File: config.mk
export PLATFORM = sky130hd
export DESIGN_NAME = pe_acc_collector
export DESIGN_NICKNAME = d
export VERILOG_FILES = /design/src/rtl/pe_acc_collector.sv
export SDC_FILE = /design/constraint.sdc
export NUM_CORES = 1
export LEC_CHECK = 0
export ABC_AREA = 0
export CELL_PAD_IN_SITES_DETAIL_PLACEMENT = 1
export CELL_PAD_IN_SITES_GLOBAL_PLACEMENT = 2
export CORE_MARGIN = 4
export CORE_UTILIZATION = 43
export DETAILED_ROUTE_END_ITERATION = 8
export PLACE_DENSITY = 0.94
export SYNTH_ARGS = -nofsm -noshare
export SYNTH_HDL_FRONTEND = slang
export SYNTH_SLANG_ARGS = --single-unit
File: constraint.sdc
create_clock -name clk -period 5.45 [get_ports clk]
set_input_delay 1.09 -clock clk [delete_from_list [all_inputs] [get_ports clk]]
set_output_delay 1.09 -clock clk [all_outputs]
set_load 0.01 [all_outputs]
File: src/rtl/pe_acc_collector.sv
// pe_acc_collector: sums ACC_LEN PE results per word into a FWFT output FIFO; ACC_SAT_EN enables saturating adds.
module pe_acc_collector #(
  parameter int DATA_WIDTH   = 8,
  parameter int WEIGHT_WIDTH = 1,
  parameter int ACC_LEN      = 3,
  parameter int ACC_WIDTH    = 16,
  parameter int FIFO_DEPTH   = 4,
  localparam int RW = DATA_WIDTH + WEIGHT_WIDTH + 1,
  localparam int AW = $clog2(FIFO_DEPTH)
) (
  input  logic                 clk,
  input  logic                 rst,
  input  logic                 start,
  input  logic                 clear,
  input  logic                 in_valid,
  input  logic [RW-1:0]        in_result,
  output logic                 in_ready,
  output logic [ACC_WIDTH-1:0] out_data,
  output logic                 out_valid,
  input  logic                 out_ready,
  output logic                 busy,
  output logic [AW:0]          fifo_count,
  output logic                 sat_flag
);
  localparam int CW = ACC_LEN > 1 ? $clog2(ACC_LEN) : 1;
  typedef enum logic [1:0] {IDLE, ACCUM, FLUSH} state_t;
  state_t state, state_d;
  logic [ACC_WIDTH-1:0] acc, hold, sum, push_data;
  logic [ACC_WIDTH-1:0] mem [FIFO_DEPTH];
  logic [CW-1:0] cnt;
  logic [AW-1:0] wr_ptr, rd_ptr;
  logic beat, last, pop, push, space, sat_hit;
  assign in_ready  = state == ACCUM;
  assign busy      = state != IDLE;
  assign beat      = in_valid && in_ready;
  assign last      = cnt == CW'(ACC_LEN - 1);
  assign out_valid = fifo_count != '0;
  assign out_data  = out_valid ? mem[rd_ptr] : '0;
  assign pop       = out_valid && out_ready;
  assign space     = fifo_count != (AW+1)'(FIFO_DEPTH) || pop;
`ifdef ACC_SAT_EN
  logic [ACC_WIDTH:0] sum_ext;
  assign sum_ext = {1'b0, acc} + (ACC_WIDTH+1)'(in_result);
  assign sat_hit = sum_ext[ACC_WIDTH];
  assign sum     = sat_hit ? '1 : sum_ext[ACC_WIDTH-1:0];
  always_ff @(posedge clk)
    if (rst) sat_flag <= 1'b0;
    else if (!clear && state == IDLE && start) sat_flag <= 1'b0;
    else if (!clear && beat && sat_hit) sat_flag <= 1'b1;
`else
  assign sat_hit  = 1'b0;
  assign sum      = acc + ACC_WIDTH'(in_result);
  assign sat_flag = sat_hit;
`endif
  always_comb begin
    state_d   = state;
    push      = 1'b0;
    push_data = sum;
    if (clear) state_d = IDLE;
    else case (state)
      IDLE:  state_d = start ? ACCUM : IDLE;
      ACCUM: if (beat && last) begin
        push    = space;
        state_d = space ? ACCUM : FLUSH;
      end
      default: begin
        push_data = hold;
        push      = space;
        state_d   = space ? ACCUM : FLUSH;
      end
    endcase
  end
  always_ff @(posedge clk)
    if (push) mem[wr_ptr] <= push_data;
  always_ff @(posedge clk)
    if (rst) begin
      state      <= IDLE;
      acc        <= '0;
      cnt        <= '0;
      hold       <= '0;
      wr_ptr     <= '0;
      rd_ptr     <= '0;
      fifo_count <= '0;
    end else begin
      state <= state_d;
      if (clear || (state == IDLE && start)) begin
        acc <= '0;
        cnt <= '0;
      end else if (beat) begin
        acc <= last ? '0 : sum;
        cnt <= last ? '0 : cnt + 1'b1;
      end
      if (!clear && beat && last && !space) hold <= sum;
      if (push) wr_ptr <= wr_ptr + 1'b1;
      if (pop) rd_ptr <= rd_ptr + 1'b1;
      fifo_count <= fifo_count + (AW+1)'(push) - (AW+1)'(pop);
    end
endmodule

Yosys cells after proc, flatten, opt, wreduce, memory -nomap -nowiden
Memory sizes are Yosys's and may differ from the RTL's. A register that Yosys moved wholly into a read port is not among the register bits.
Index checks and enable logic that the tools add are counted.
{"block": "word_totals", "rom_bits": 0, "memories": 1, "latch_bits": 0, "word_cells": 51, "ram_bits": 64, "regBits": 43, "input_bits": 16}
{"block": "op_classes", "muxes": 16, "n_div": 0, "n_lt_le_gt_ge": 0, "shift": 0, "eq_ne": 4, "reduce_logical": 17, "mul": 0, "n_bitwise": 0, "addsub": 6}
{"memory": "mem", "depth": 4, "width": 16, "rd": 1, "rd_clocked_by_memory_dff": 1, "wr": 1, "line": "29", "rtl": "logic [ACC_WIDTH-1:0] mem [FIFO_DEPTH];"}
{"cell": "two-way mux 16 bit", "count": 4}
{"cell": "adder 16 x 10 -> 16 bit", "count": 1}
{"cell": "two-way mux 2 bit", "count": 5}
{"cell": "logical AND 1 bit", "count": 7}
{"cell": "adder 2 x 1 -> 2 bit, second input constant", "count": 3}
{"cell": "OR reduction 2 bit", "count": 3}
{"cell": "two-way mux 1 bit", "count": 5}
{"cell": "case mux 2 bit (2 select lines)", "count": 1}
{"cell": "adder 3 x 1 -> 3 bit", "count": 1}
{"cell": "inequality test 3 bit, second input constant", "count": 1}
{"cell": "nonzero test 3 bit", "count": 1}
{"cell": "subtractor 3 x 1 -> 3 bit", "count": 1}
{"cell": "== test 2 x 1 -> 1 bit, second input constant", "count": 1}
{"cell": "== test 2 bit, second input constant", "count": 1}
{"cell": "zero test 1 bit", "count": 2}
{"cell": "zero test 2 bit", "count": 1}
{"cell": "logical OR 1 bit", "count": 2}
{"cell": "inequality test 2 x 1 -> 1 bit, second input constant", "count": 1}
{"cell": "case mux 1 bit (2 select lines)", "count": 1}
{"cell": "nonzero test 2 bit", "count": 1}

Longest topological paths before layout
Gate-level depths: netlist of run 1.
{"block": "depth", "word_depth": 8, "mapped_depth": 11, "depth_no_buf": 11}

Least setup slack after synthesis of run 1
OpenSTA, ideal clock, no wires.
{"block": "synth_path", "kind": "input to register", "startpoint": "input in_valid", "endpoint": "register fifo_count[2]", "path_stages": 11, "slack_ps": 2339, "setup_time_ps": 128, "required_ps": 5322, "arrival_time_ps": 2984, "path_cell_list": "nand3b_1 -> nor2_1 -> nor2_1 -> nor3_2 -> inv_1 -> ha_1 -> inv_1 -> ha_1 -> fa_1 -> xnor2_1 -> nor2_1"}
{"block": "synth_between", "elab_chain_len": 7}
{"element": "from (decl)", "line": "15", "rtl": "input logic in_valid,"}
{"element": "logical AND 1 bit", "line": "35", "rtl": "assign beat = in_valid && in_ready;"}
{"element": "logical AND 1 bit", "line": "62", "rtl": "ACCUM: if (beat && last) begin"}
{"element": "two-way mux 1 bit", "line": "62"}
{"element": "case mux 1 bit (2 select lines)", "line": "60", "rtl": "else case (state)"}
{"element": "two-way mux 1 bit", "line": "59", "rtl": "if (clear) state_d = IDLE;"}
{"element": "adder 3 x 1 -> 3 bit", "line": "96", "rtl": "fifo_count <= fifo_count + (AW+1)'(push) - (AW+1)'(pop);"}
{"element": "subtractor 3 x 1 -> 3 bit", "line": "96"}
{"element": "to (signal assigned)", "line": "96"}
{"element": "to (decl)", "line": "22", "rtl": "output logic [AW:0] fifo_count,"}
Every way passes these cells.
A chain may end at the register's enable or synchronous reset.

==> summary.txt, run 1 <==
========================================================================================
Run status                                                                  complete, no violations
# rows                                                                                39
Worst vdd rail ir drop                                                            145 uV
Synthesis-to-finish area growth                                                    14.9%
Cts bufs inserted                                                                      9
Final Hold Viols                                                                       0
H-tree depth                                                                           3
Worst clock skew on the final layout                                          0.00709 ns
EDFF count, synth                                                                     64
Vias per std cell                                                                   5.42
CTS tree                                                                            done
Total overflow reported by the global router                                           0
Warnings, synthesis                                                                    0
CP Data Arrival Time                                                             2.66 ns
Initial antenna violation count                                                        0
Tcrit/Tclk final                                                                   68.7%
Endpoint required time on the critical path                                      4.36 ns
Largest fanout of any net on the critical path                                        16
Share of total power consumed by net switching                                     27.4%
Fraction of layout instances using a drive strength above 1                        11.6%
Combinational cell fraction of total power                                         24.1%
RSZ-0062 raised after global routing                                               false
Slew Limit Fails                                                                       0
Cells after synthesis                                                                434
Buffers added on ports                                                                37
Via total after detailed routing                                                    3336
Boundary Pins                                                                         39
Number of diodes                                                                       0
Wire length of the first global-routing pass                                    18500 um
Hold buffer count at cts                                                               0
Part of the power in the clock network                                             30.8%
Portion of the post-synthesis area used by sequential elements                     55.1%
TNS Setup                                                                           0 ns
Total standard cell area after synthesis                                        5130 um2
Post-synth ARST share                                                                 0%
Worst relative slew slack                                                          28.8%
Endpoint kind of the worst setup timing path                                  output pin
Maximum capacitance violations                                                         0
Minimum clock period                                                             3.75 ns
Worst hold slack                                                                0.460 ns
Longest Clk Path Bufs                                                                  2
Die ar.                                                                        13700 um2
# setup viols final                                                                    0
Count of state elements after synthesis                                              109
Internal power consumption                                                       1520 uW
Global router's overall resource usage                                             17.4%
Total half-perimeter wirelength after legalization and detailed placement        7920 um
Final net count                                                                      502
Post-Syn Nets                                                                        468
Post-CTS setup-driven buffer insertion count                                           0
Clock slew seen by the registers of the worst setup and hold paths               0.08 ns
Number of remaining DRC errors                                                         0
Worst-margin pin slew                                                            1.07 ns
Resized cells post-CTS                                                                 0
Clock network latency to the later pin of the worst-skew pair                    0.34 ns
Starting utilization of the core area                                              44.3%
Floorplan die height                                                              117 um
Startpoint Class                                                               flip-flop
Sw Pwr                                                                            572 uW
Total wire length                                                               10900 um
Number of search-and-repair iterations in the first detailed-routing pass              5
First DRT Iteration DRCs                                                             188
Num Clock Sinks                                                                      109
Per-instance average area after synthesis                                       11.8 um2
Antenna-violating nets left                                                            0
Cell Pwr Density                                                              355 nW/um2
Gp weighted congestion                                                             0.727
Seq pwr share                                                                      45.1%
Fmax                                                                           0.267 GHz
Reg-to-reg setup timing slack                                                    2.77 ns
Std-Cell Core Area                                                             11600 um2
Routed length per placed instance                                                17.6 um
Number of global-route vias before repair                                           3619
Dominant register cell in the synthesized netlist                           sky130_fd_sc_hd__edfxtp_1
Path type of the worst min-delay path                                       flip-flop to flip-flop
CTS root buf                                                                sky130_fd_sc_hd__clkbuf_16
Cell variety after synth                                                              63
Maximum number of pins on one net before global-route repair                          29
Leakage                                                                       0.00209 uW
Start-to-end type of the worst setup path                                   flip-flop to output pin
Die X-Extent                                                                      117 um
========================================================================================
==> layer usage <==
metal | GRT usage [%] | share of wire, %
met2 | 29.6 | 49
met4 | 5.96 | 1.5
met3 | 2.16 | 1.8
met5 | 0 | 0
met1 | 23.0 | 48
==> layout by cell type, fill, tap and decap left out, types with 3 or more instances in the layout <==
cell                               n
sky130_fd_sc_hd__a211oi_1          3
sky130_fd_sc_hd__a21o_1            6
sky130_fd_sc_hd__a21oi_1          24
sky130_fd_sc_hd__a22oi_1           3
sky130_fd_sc_hd__a31oi_1           3
sky130_fd_sc_hd__and2_1           21
sky130_fd_sc_hd__buf_4             3
sky130_fd_sc_hd__clkbuf_16         9
sky130_fd_sc_hd__clkdlybuf4s50_1  37
sky130_fd_sc_hd__dfxtp_1          45
sky130_fd_sc_hd__edfxtp_1         64
sky130_fd_sc_hd__ha_1             16
sky130_fd_sc_hd__inv_1            12
sky130_fd_sc_hd__inv_6             3
sky130_fd_sc_hd__mux4_2           16
sky130_fd_sc_hd__nand2_1          55
sky130_fd_sc_hd__nand2b_1          5
sky130_fd_sc_hd__nand3_1           4
sky130_fd_sc_hd__nand3b_1          5
sky130_fd_sc_hd__nor2_1           38
sky130_fd_sc_hd__nor2b_1           6
sky130_fd_sc_hd__nor3_1            5
sky130_fd_sc_hd__o21ai_0          16
sky130_fd_sc_hd__o21ai_1           6
sky130_fd_sc_hd__or3_1             4
sky130_fd_sc_hd__xnor2_1          12
sky130_fd_sc_hd__xor2_1            4
==> metrics by stage <==
step / instance area [um2] / power [uW] / utilization (%) / instances / setup WS (ns)
detailed placement: 5590 / 1480 / 48.4 / 600 / 1.61
global placement: 5590 / 1460 / 48.4 / 600 / 1.73
CTS: 5890 / 2120 / 50.9 / 616 / 1.58
global route: 5890 / 2200 / 50.9 / 616 / 1.48
finish: 5890 / 2090 / 50.9 / 616 / 1.70
floorplan: 5130 / 1250 / - / 434 / 2.34
==> worst max-delay path, stage by stage (launching register included) <==
cell and delay [ns]:
sky130_fd_sc_hd__dfxtp_1 1.03, sky130_fd_sc_hd__mux4_2 0.62, sky130_fd_sc_hd__and2_1 0.18, sky130_fd_sc_hd__clkdlybuf4s50_1 0.47
==> final timing paths <==
kind | end | cells after the start | from
hold / removal | hold[2] | 2 | hold[2]
hold reg to reg | hold[2] | 2 | hold[2]
setup / recovery | out_data[10] | 3 | flip-flop
setup reg to reg | fifo_count[2] | 12 | state[1]
==> registers in the layout, indices dropped and copies added (netlist names), named ones only <==
register,flops
mem,64
acc,16
hold,16
fifo_count,3
cnt,2
rd_ptr,2
state,2
wr_ptr,2
==> area by class of cell <==
| cell class | instances | area (um2) |
|---|---|---|
| clock buffers | 9 | 225 |
| clock inverters | 7 | 71.3 |
| well taps | 143 | 179 |
| multi-input cells | 296 | 2150 |
| repair buffers | 40 | 393 |
| flip-flops and latches | 109 | 2820 |
| inverters | 12 | 45.0 |
| fillers | 1243 | 5670 |
==> cell usage after synthesis (6+ instances only) <==
master,n,area share [%]
sky130_fd_sc_hd__mux4_2,16,7.0
sky130_fd_sc_hd__ha_1,16,3.9
sky130_fd_sc_hd__o21ai_1,6,0.59
sky130_fd_sc_hd__clkbuf_1,7,0.51
sky130_fd_sc_hd__o21ai_0,16,1.6
sky130_fd_sc_hd__and2_1,21,2.6
sky130_fd_sc_hd__nor2_1,38,2.8
sky130_fd_sc_hd__nor2b_1,6,0.73
sky130_fd_sc_hd__xnor2_1,12,2.0
sky130_fd_sc_hd__a21oi_1,24,2.3
sky130_fd_sc_hd__dfxtp_1,45,18
sky130_fd_sc_hd__edfxtp_1,64,37
sky130_fd_sc_hd__inv_1,12,0.88
sky130_fd_sc_hd__nand2_1,55,4.0
sky130_fd_sc_hd__a21o_1,6,0.88
==> cell families after synthesis <==
kind of cell | share of synthesized area, %
flip-flops | 55.1
AND/OR/NAND/NOR | 16.2
multiplexers | 7.64
buffers and inverters | 2.93
adder cells (fa/ha/maj) | 4.69
XOR/XNOR | 2.73
AO/OA/AOI/OAI | 10.7
other | 0.0731
==> power by group through the flow <==
stage	Combinational, uW	Clock, uW	Sequential [uW]
global route	550	698	954
finish	503	645	943
global placement	497	0	965
detailed placement	512	0	966
CTS	513	662	948
floorplan	320	0	926
Note: power is estimated with default switching activity, not from simulation.
==> inputs of run 2 (changes only) <==
--- a/config.mk
+++ b/config.mk
@@ -9,9 +9,9 @@
 export CELL_PAD_IN_SITES_DETAIL_PLACEMENT = 1
 export CELL_PAD_IN_SITES_GLOBAL_PLACEMENT = 2
 export CORE_MARGIN = 4
-export CORE_UTILIZATION = 43
+export CORE_UTILIZATION = 40
 export DETAILED_ROUTE_END_ITERATION = 8
-export PLACE_DENSITY = 0.94
+export PLACE_DENSITY = 0.89
 export SYNTH_ARGS = -nofsm -noshare
 export SYNTH_HDL_FRONTEND = slang
 export SYNTH_SLANG_ARGS = --single-unit
==> constraint.sdc (replaced) <==
create_clock -name clk -period 3.8 [get_ports clk]
set_input_delay 0.76 -clock clk [delete_from_list [all_inputs] [get_ports clk]]
set_output_delay 0.76 -clock clk [all_outputs]
set_load 0.01 [all_outputs]
==> run 2 against run 1 <==
Non-clock buffer count up 8. Clock skew is 0.0046 ns higher. Die area up 7.0%. Register-to-register slack worse by 1.6 ns. First-iteration DRC count down 22%. Sequential power is 39% higher. Clock-buffer cell count increased by 3. Combinational power grew 53%. Largest cell class unchanged. Largest power group unchanged.
==> summary.txt, run 2 (same netlist as run 1, synthesis figures left out) <==
========================================================================================
Die X-Extent                                                                      121 um
Number of search-and-repair iterations in the first detailed-routing pass              4
Via total after detailed routing                                                    3338
Run status                                                                  complete, no violations
Tcrit/Tclk final                                                                   80.5%
Fraction of layout instances using a drive strength above 1                        12.7%
Gp weighted congestion                                                             0.786
Num Clock Sinks                                                                      109
Number of remaining DRC errors                                                         0
Endpoint kind of the worst setup timing path                                   flip-flop
Worst r2r src                                                                     cnt[0]
Worst relative slew slack                                                          48.3%
CTS tree                                                                            done
Std-Cell Core Area                                                             12600 um2
Minimum clock period                                                             3.06 ns
CTS root buf                                                                sky130_fd_sc_hd__clkbuf_16
H-tree depth                                                                           3
Total power                                                                      3040 uW
# setup viols final                                                                    0
Top Registers                                                               mem: 64 flops, acc: 16 flops, hold: 16 flops
Antenna-violating nets left                                                            0
Worst clock skew on the final layout                                           0.0117 ns
Final net count                                                                      510
Origin of the worst setup path                                                  in_valid
Leakage                                                                       0.00212 uW
Largest fanout of any net on the critical path                                         7
TNS Setup                                                                           0 ns
Maximum cell stage delay along the critical path                                 0.53 ns
Critical-path cell with the highest stage delay                             sky130_fd_sc_hd__clkdlybuf4s50_1
Maximum number of pins on one net before global-route repair                          28
Clock network latency to the later pin of the worst-skew pair                    0.35 ns
Buffers added on ports                                                                37
Total overflow reported by the global router                                           0
Slew Limit Fails                                                                       0
Cts bufs inserted                                                                      9
Starting utilization of the core area                                              40.8%
Maximum capacitance violations                                                         0
Max reg flops                                                                         64
Register bank with the most flops                                                    mem
First DRT Iteration DRCs                                                             146
Die ar.                                                                        14700 um2
Worst hold path startpoint                                                       hold[4]
Worst path top cell family by delay                                          adder cells
RSZ-0062 raised after global routing                                               false
Cells along the critical path                                               clkdlybuf4s50_1 > nand3b_1 > nor2_1 > nor2_1 > nor3_2 > inv_1 > ha_1 > inv_1 > ha_1 > fa_1 > xnor2_1 > nor2_1
Most frequent cell on the critical path                                     sky130_fd_sc_hd__nor2_1
Path type of the worst min-delay path                                       flip-flop to flip-flop
Worst vdd rail ir drop                                                            235 uV
Storage element area                                                            2820 um2
Cell Pwr Density                                                              508 nW/um2
Global router's overall resource usage                                             16.1%
Resized cells post-CTS                                                                 0
Vias per std cell                                                                   5.11
Total wire length                                                               11000 um
Hold buffer count at cts                                                               0
Worst Path Buf+Inv                                                                     3
Fmax                                                                           0.327 GHz
# rows                                                                                41
Startpoint Class                                                              input port
Clock slew seen by the registers of the worst setup and hold paths               0.07 ns
Synthesis-to-finish area growth                                                    16.9%
Post-CTS setup-driven buffer insertion count                                           0
Final Hold Viols                                                                       0
Share of the core filled with cells                                                47.7%
Routed length per placed instance                                                16.8 um
Count of fill cells added during filler insertion                                   1336
Floorplan die height                                                              121 um
Number of diodes                                                                       0
Longest Clk Path Bufs                                                                  2
Worst-margin pin slew                                                           0.775 ns
Start-to-end type of the worst setup path                                   input port to flip-flop
Top library cells by usage in the layout, fill and taps aside               sky130_fd_sc_hd__edfxtp_1 (64), sky130_fd_sc_hd__nand2_1 (55), sky130_fd_sc_hd__dfxtp_1 (45)
Wire length of the first global-routing pass                                    18200 um
CP Data Arrival Time                                                             3.29 ns
Total half-perimeter wirelength after legalization and detailed placement        7920 um
Combined area of the multi-input logic cells                                    2150 um2
Worst hold slack                                                                0.458 ns
Number of global-route vias before repair                                           3492
Initial antenna violation count                                                        0
Leading cell type in the layout, fill and taps excluded                     sky130_fd_sc_hd__edfxtp_1
Boundary Pins                                                                         39
Endpoint required time on the critical path                                      4.03 ns
========================================================================================
## run 2: changes by cell type in the layout (fill, tap and decap cells not counted), sizes merged
cell      delta
clkbuf       +3
buf          +8
inv          -4
clkinv       -1
bufinv       +1
clkinvlp     +1
## run 2: worst paths after layout
check	cells past startpoint	end	slack [ns]
worst max-delay path	12	fifo_count[2]	0.74
worst min-delay path	2	hold[4]	0.46
worst max register to register	11	fifo_count[2]	1.20
worst min register to register	2	hold[4]	0.46
## run 2: metal layers
layer | track usage, % | vias to the layer above | wire length [um]
met1 | 20.6 | 1632 | 5130
li1 | - | 1647 | -
met3 | 2.19 | 15 | 238
met5 | 0 | - | 0
met2 | 27.8 | 44 | 5400
met4 | 6.16 | 0 | 204
## run 2: worst min-delay path, cell delays in order, from the launching register on
cell and delay, ns:
sky130_fd_sc_hd__dfxtp_1 0.31, sky130_fd_sc_hd__nand2_1 0.05, sky130_fd_sc_hd__a21oi_1 0.05
## run 2: layout make-up
cell class	count	area share, %
clock buffers	12	4.11
clock inverters	4	0.919
inverters	12	0.752
multi-input cells	296	36.0
flip-flops and latches	109	47.1
well taps	172	3.59
repair buffers	48	7.56
## run 2: per-stage QoR
step                      cells  worst slack, ns  instance area [um2]
after floorplan             434             1.02                 5130
after detailed placement    637            0.400                 5690
after CTS                   653            0.723                 5990
after global routing        653            0.562                 5990
final                       653            0.741                 5990
after global placement      637            0.524                 5690
## run 2: report_power, final
group | leakage (uW) | switching [uW] | internal, uW
registers | 0.000952 | 39.2 | 1270
logic | 0.00103 | 328 | 443
clock network | 0.000144 | 425 | 535
total | 0.00212 | 792 | 2250
